File: src/rtl/ir_action_ctrl.sv
// miniCar IR command decoder: maps validated remote frame codes onto action, speed,
// control mode and display page, with a dead-man hold timer and an emergency stop.
module ir_action_ctrl #(
  parameter int HOLD_CYCLES = 5_400_000,
  parameter int SPEED_W     = 3,
  parameter int SPEED_MAX   = 7,
  parameter int SPEED_INIT  = 3
) (
  input  logic               clk_in,
  input  logic               rst_n,
  input  logic               frame_valid,
  input  logic [7:0]         frame_data,
  input  logic               repeat_valid,
  input  logic               estop,
  output logic [3:0]         action,
  output logic [SPEED_W-1:0] speed_level,
  output logic [1:0]         car_mode,
  output logic [2:0]         mode_seg_en,
  output logic               cmd_valid,
  output logic               timeout_flag
);

  localparam int                 CNT_W      = $clog2(HOLD_CYCLES);
  localparam logic [CNT_W-1:0]   CNT_LAST_C = CNT_W'(HOLD_CYCLES - 1);
  localparam logic [SPEED_W-1:0] SPD_MAX_C  = SPEED_W'(SPEED_MAX);
  localparam logic [SPEED_W-1:0] SPD_INIT_C = SPEED_W'(SPEED_INIT);
  localparam logic [3:0]         ACT_STOP_C = 4'hF;
  localparam logic [2:0]         SEG_INIT_C = 3'b010;

  typedef enum logic [1:0] {
    MODE_MANUAL = 2'b00,
    MODE_AUTO   = 2'b01,
    MODE_TRACK  = 2'b10
  } mode_e;

  // Motion key table: {hit, action code}; hit=0 means the code is not a motion key.
  function automatic logic [4:0] motion_lookup(input logic [7:0] code);
    logic [4:0] res;
    case (code)
      8'h40:   res = {1'b1, 4'h3};
      8'h07:   res = {1'b1, 4'h4};
      8'h09:   res = {1'b1, 4'h5};
      8'h16:   res = {1'b1, 4'h6};
      8'h0D:   res = {1'b1, 4'h7};
      8'h43:   res = {1'b1, 4'h8};
      8'h44:   res = {1'b1, 4'h9};
      8'h19:   res = {1'b1, 4'hA};
      8'h15:   res = {1'b1, 4'hF};
      default: res = 5'b0_0000;
    endcase
    return res;
  endfunction

  logic [3:0]         action_r;
  logic [SPEED_W-1:0] speed_r;
  mode_e              mode_r;
  logic [2:0]         seg_r;
  logic [CNT_W-1:0]   cnt_r;
  logic               chg_r;
  logic               cmd_r;
  logic               to_r;

  logic [3:0]         action_nx_s;
  logic [SPEED_W-1:0] speed_nx_s;
  mode_e              mode_nx_s;
  logic [2:0]         seg_nx_s;
  logic [CNT_W-1:0]   cnt_nx_s;
  logic [4:0]         motion_s;
  logic               motion_ok_s;
  logic               refresh_s;
  logic               act_hit_s;
  logic               key_mode_s;
  mode_e              key_mode_tgt_s;
  logic               counting_s;
  logic               expire_s;
  logic               chg_s;

  // Next-state decode: key map, mode change, hold-timer expiry and estop override.
  always_comb begin
    action_nx_s    = action_r;
    speed_nx_s     = speed_r;
    mode_nx_s      = mode_r;
    seg_nx_s       = seg_r;
    cnt_nx_s       = cnt_r;
    motion_s       = motion_lookup(frame_data);
    motion_ok_s    = (mode_r == MODE_MANUAL) && !estop;
    refresh_s      = repeat_valid;
    act_hit_s      = 1'b0;
    key_mode_s     = 1'b0;
    key_mode_tgt_s = MODE_AUTO;
    counting_s     = (mode_r == MODE_MANUAL) && (action_r != ACT_STOP_C);
    expire_s       = 1'b0;

    if (frame_valid) begin
      case (frame_data)
        8'h45: begin
          mode_nx_s   = MODE_MANUAL;
          speed_nx_s  = SPD_INIT_C;
          seg_nx_s    = SEG_INIT_C;
          action_nx_s = ACT_STOP_C;
          act_hit_s   = 1'b1;
        end
        8'h47: begin
          action_nx_s = ACT_STOP_C;
          act_hit_s   = 1'b1;
        end
        8'h42: begin
          key_mode_s     = 1'b1;
          key_mode_tgt_s = MODE_MANUAL;
        end
        8'h52: begin
          key_mode_s     = 1'b1;
          key_mode_tgt_s = MODE_AUTO;
        end
        8'h4A: begin
          key_mode_s     = 1'b1;
          key_mode_tgt_s = MODE_TRACK;
        end
        8'h46:   speed_nx_s = (speed_r == SPD_MAX_C) ? speed_r : speed_r + SPEED_W'(1);
        8'h4B:   speed_nx_s = (speed_r == '0) ? speed_r : speed_r - SPEED_W'(1);
        8'h0C:   seg_nx_s = 3'b011;
        8'h18:   seg_nx_s = 3'b010;
        8'h5E:   seg_nx_s = 3'b001;
        8'h5A:   seg_nx_s = 3'b000;
        default: begin
          if (motion_s[4] && motion_ok_s) begin
            action_nx_s = motion_s[3:0];
            refresh_s   = 1'b1;
            act_hit_s   = 1'b1;
          end else begin
            act_hit_s = 1'b0;
          end
        end
      endcase
    end else begin
      key_mode_s = 1'b0;
    end

    // Re-selecting the current mode is a no-op; a real change always stops the car.
    if (key_mode_s && (key_mode_tgt_s != mode_r)) begin
      mode_nx_s   = key_mode_tgt_s;
      action_nx_s = ACT_STOP_C;
      act_hit_s   = 1'b1;
    end else begin
      mode_nx_s = mode_nx_s;
    end

    if (counting_s && (cnt_r == CNT_LAST_C) && !refresh_s && !act_hit_s && !estop) begin
      expire_s    = 1'b1;
      action_nx_s = ACT_STOP_C;
    end else begin
      expire_s = 1'b0;
    end

    if (estop) begin
      action_nx_s = ACT_STOP_C;
    end else begin
      action_nx_s = action_nx_s;
    end

    // The counter saturates at its last value instead of wrapping.
    if (refresh_s || (action_nx_s == ACT_STOP_C) || (mode_nx_s != mode_r)) begin
      cnt_nx_s = '0;
    end else if (counting_s && (cnt_r != CNT_LAST_C)) begin
      cnt_nx_s = cnt_r + CNT_W'(1);
    end else begin
      cnt_nx_s = cnt_r;
    end

    chg_s = (action_nx_s != action_r) || (speed_nx_s != speed_r) || (mode_nx_s != mode_r);
  end

  // State and output registers; cmd_valid trails the reported change by one cycle.
  always_ff @(posedge clk_in or negedge rst_n) begin
    if (!rst_n) begin
      action_r <= ACT_STOP_C;
      speed_r  <= SPD_INIT_C;
      mode_r   <= MODE_AUTO;
      seg_r    <= SEG_INIT_C;
      cnt_r    <= '0;
      chg_r    <= 1'b0;
      cmd_r    <= 1'b0;
      to_r     <= 1'b0;
    end else begin
      action_r <= action_nx_s;
      speed_r  <= speed_nx_s;
      mode_r   <= mode_nx_s;
      seg_r    <= seg_nx_s;
      cnt_r    <= cnt_nx_s;
      chg_r    <= chg_s;
      cmd_r    <= chg_r;
      to_r     <= expire_s;
    end
  end

  assign action       = action_r;
  assign speed_level  = speed_r;
  assign car_mode     = mode_r;
  assign mode_seg_en  = seg_r;
  assign cmd_valid    = cmd_r;
  assign timeout_flag = to_r;

endmodule
File: config.mk
export PLATFORM = sky130hd
export DESIGN_NAME = ir_action_ctrl
export DESIGN_NICKNAME = d
export VERILOG_FILES = /design/src/rtl/ir_action_ctrl.sv
export SDC_FILE = /design/constraint.sdc
export NUM_CORES = 1
export LEC_CHECK = 0
export ABC_AREA = 0
export BUFFER_PORTS_ARGS = -buffer_cell sky130_fd_sc_hd__buf_2
export CORE_ASPECT_RATIO = 0.8
export CORE_MARGIN = 2
export CORE_UTILIZATION = 30
export CTS_CLUSTER_DIAMETER = 80
export CTS_CLUSTER_SIZE = 24
export DETAILED_ROUTE_END_ITERATION = 7
export GPL_ROUTABILITY_DRIVEN = 0
export SYNTH_ARGS = -nofsm -noshare
export SYNTH_HDL_FRONTEND = slang
export SYNTH_SLANG_ARGS = --single-unit
File: constraint.sdc
create_clock -name clk_in -period 2.6 [get_ports clk_in]
set_clock_uncertainty 0.05 [all_clocks]
set_input_delay 0.26 -clock clk_in [delete_from_list [all_inputs] [get_ports clk_in]]
set_output_delay 0.26 -clock clk_in [all_outputs]
set_load 0.01 [all_outputs]
==> run metrics <==
Final Slew Violations 0; number of unique standard cell types used by synthesis 68; nature of the critical path endpoint flip-flop; internal cell power roughly 0.0011 W; layout cells sized above 1 0.349; cells traversed along the worst timing path nand4bb_1 -> or4_4 -> or3_4 -> nor4_4 -> a21oi_4 -> mux2i_1 -> or4_1; initial DRC count 209; syn avg cell area between 8 and 9 µm²; result of the run finished, violations left; relative contribution of the clock network to total power 0.424; number of top-level design ports 27; count of synthesis-stage warnings from yosys 0; vias ~3000; critical path launch point type flip-flop; CTS Buf Count 5; count of input and output buffers 25; standard-cell rows 32; number of levels the H-tree was split into 2; CTS Buffer Depth 2; Syn Std Cell Area 0.00290 mm²; multi-input combinational cell area 0.00195 mm²; detailed-route wire length per cell 16.7 µm; Post-layout nets around 450; TritonCTS clock tree done; sequential standard cell area 936 µm²; CP max stage cell sky130_fd_sc_hd__or4_4; Worst R2R Path Depth 7; vertical die dimension 91.9 µm; clock latency on the worst-skew pair 0.28 ns; via count of the first global-routing pass 2896; most frequent cells in the layout sky130_fd_sc_hd__buf_4, sky130_fd_sc_hd__nand2_1, sky130_fd_sc_hd__dfrtp_1; post-route antenna net violation count 0; clock period minus final worst setup slack 2.66 ns; area of the core 0.00953 mm²; Post-synth EDFFs 0; effective utilization at floorplan 0.304; slew at the pin with the worst max-slew slack 0.831 ns; highest clock rate 375 MHz; floorplan die width 114 µm; Total GRT Usage 0.163; most frequent standard cell in the layout excluding fill and tap cells sky130_fd_sc_hd__buf_4; post-synthesis to final-layout area growth 38.8%; share of the clock period used by the worst path after layout 1.02; class of the most critical setup path flip-flop to flip-flop; most frequently used flop master after synthesis sky130_fd_sc_hd__dfrtp_1; Final setup viols 21; net switching share of the total power 0.260; area enclosed by the die boundary roughly 0.010 mm²; setup slack after layout -0.0648 ns; RSZ-0062 raised after global routing true; worst slack after detailed placement -0.331 ns; Ant. Diodes 0; overflow left after global routing 0; Max-Slew Margin vs Limit 0.446; leakage power of the design 1.66 nW; Vias per Instance ~5.5; arrival time at the worst endpoint between 2 and 3 ns; clock slew at reported path FFs 0.06 ns; Layout Cell Area excl Fill 0.00403 mm²; largest net degree at the start of global routing 38; portion of the post-synthesis area used by sequential elements 0.323; Filler Cells Inserted 909; number of synthesized register bits 37; Root Buffer Master sky130_fd_sc_hd__clkbuf_16; first drt pass iteration count 7; Hold Vio Cnt, Final 0; DP HPWL around 5900 µm; CP max stage delay 0.51 ns; total wirelength of the detailed-routed design 9260 µm; relative contribution of sequential cells to total power 0.414; fraction of registers with async set/reset 1.00; Comb pwr share 0.161; hold buffer count at CTS 0; wire length of the first global-routing pass 14000 µm; number of remaining DRC errors 0; sinks on the clock net 37; number of antenna violations at the first check in global routing 0; total power divided by cell area 372 mW/mm²; Peak VDD IR 0.197 mV; total net switching power between 0.0003 and 0.0004 W; nets in the synthesized netlist between 300 and 400; number of instances in the synthesized netlist approximately 350; top cells by area, synth sky130_fd_sc_hd__dfrtp_1, sky130_fd_sc_hd__dfstp_2, sky130_fd_sc_hd__a21oi_1; final design utilization 0.422; biggest area consumer among synthesized cells sky130_fd_sc_hd__dfrtp_1; max cap viols 0; Critical Path RT 2.70 ns; violated checks setup timing; area share of the leading cell type in the synthesized netlist 0.250; post-detailed-placement cell area 0.00354 mm²; biggest fanout along the worst timing path 2; Hold/Removal Path Class primary input to async pin
## path summary, 6_finish.rpt
check                                      start                          to  slack, ns
setup / recovery           cnt_r[16]$_DFFE_PN0P_             chg_r$_DFF_PN0_      -0.06
hold / removal                             rst_n       cnt_r[18]$_DFFE_PN0P_       0.02
setup reg to reg           cnt_r[16]$_DFFE_PN0P_             chg_r$_DFF_PN0_      -0.06
hold reg to reg                  chg_r$_DFF_PN0_         cmd_valid$_DFF_PN0_       0.30
max in group asynchronous                  rst_n        cnt_r[2]$_DFFE_PN0P_       1.94
min in group clk_in                frame_data[3]  mode_seg_en[1]$_DFFE_PN1P_       0.29
## power by group through the flow
stage	sequential [W]	clock [W]	combinational [W]
floorplan	0.000633	0	0.000117
global placement	0.000629	0	0.000218
detailed placement	0.000630	0	0.000221
CTS	0.000620	0.000652	0.000222
global route	0.000623	0.000666	0.000265
finish	0.000620	0.000635	0.000241
## timing repair
item,in CTS,in global routing
endpoints found under the setup margin,24,24
gates cloned,0,6
buffers inserted,2,5
pin swaps,4,5
resized for setup,4,33
## cells in the mapped netlist, drive strengths merged (4+ instances only)
cell	number
nor4	8
dfstp	8
or3	7
nand2b	5
nand4	11
dfrtp	29
a31oi	6
buf	15
or4bb	4
a21oi	41
xnor2	12
o21ai	6
nand3	10
xor2	14
nor3	17
nand2	51
nor2	20
clkbuf	7
inv	15
ha	4
## sequential cells by signal (all words and copies together) (netlist names)
signal / flops
cnt_r: 23
action: 4
speed_level: 3
car_mode: 2
chg_r: 1
timeout_flag: 1
mode_seg_en: 2
cmd_valid: 1
## critical path: cells and delay by family (launching register included)
| family | cells | cell delay, ns |
|---|---|---|
| flops | 1 | 0.37 |
| mux | 1 | 0.14 |
| compound gates | 1 | 0.11 |
| simple gates | 5 | 1.85 |
## cell families after synthesis
family                     Yosys count  share of synthesized area
xor gates and xnor gates            26                     0.0786
adders and majority gates            4                     0.0173
buffers and inverters               37                     0.0552
other                                1                    0.00129
DFF                                 37                      0.323
muxes                                6                     0.0259
and+or+nand+nor                    157                      0.301
AOI/OAI and AO/OA                   86                      0.198
## layout make-up
type                            instances  area share
Clock inverter                          1     0.00124
Clock buffer                            7      0.0379
Multi-Input combinational cell        280       0.484
Timing Repair Buffer                   95       0.193
Inverter                               15      0.0140
Tap cell                              119      0.0370
Sequential cell                        37       0.233
## metal layers
metal,vias up,track usage,wire length (µm)
li1,1456,-,-
met4,0,0.0528,207
met5,-,0,0
met1,1451,0.231,4310
met2,118,0.250,4160
met3,21,0.0324,590
## metrics by stage
step / instances / hold WS (ns) / power, W / TNS (ns)
after detailed placement: 533 / 0.298 / 0.000850 / -0.983
after floorplan: 354 / -0.0856 / 0.000750 / -0.182
after global routing: 554 / 0.0983 / 0.00155 / -2.42
after global placement: 533 / 0.290 / 0.000847 / -0.305
after CTS: 543 / 0.0665 / 0.00149 / -0.0736
final: 554 / 0.0246 / 0.00150 / -0.614
(Power assumes the default switching activity.)
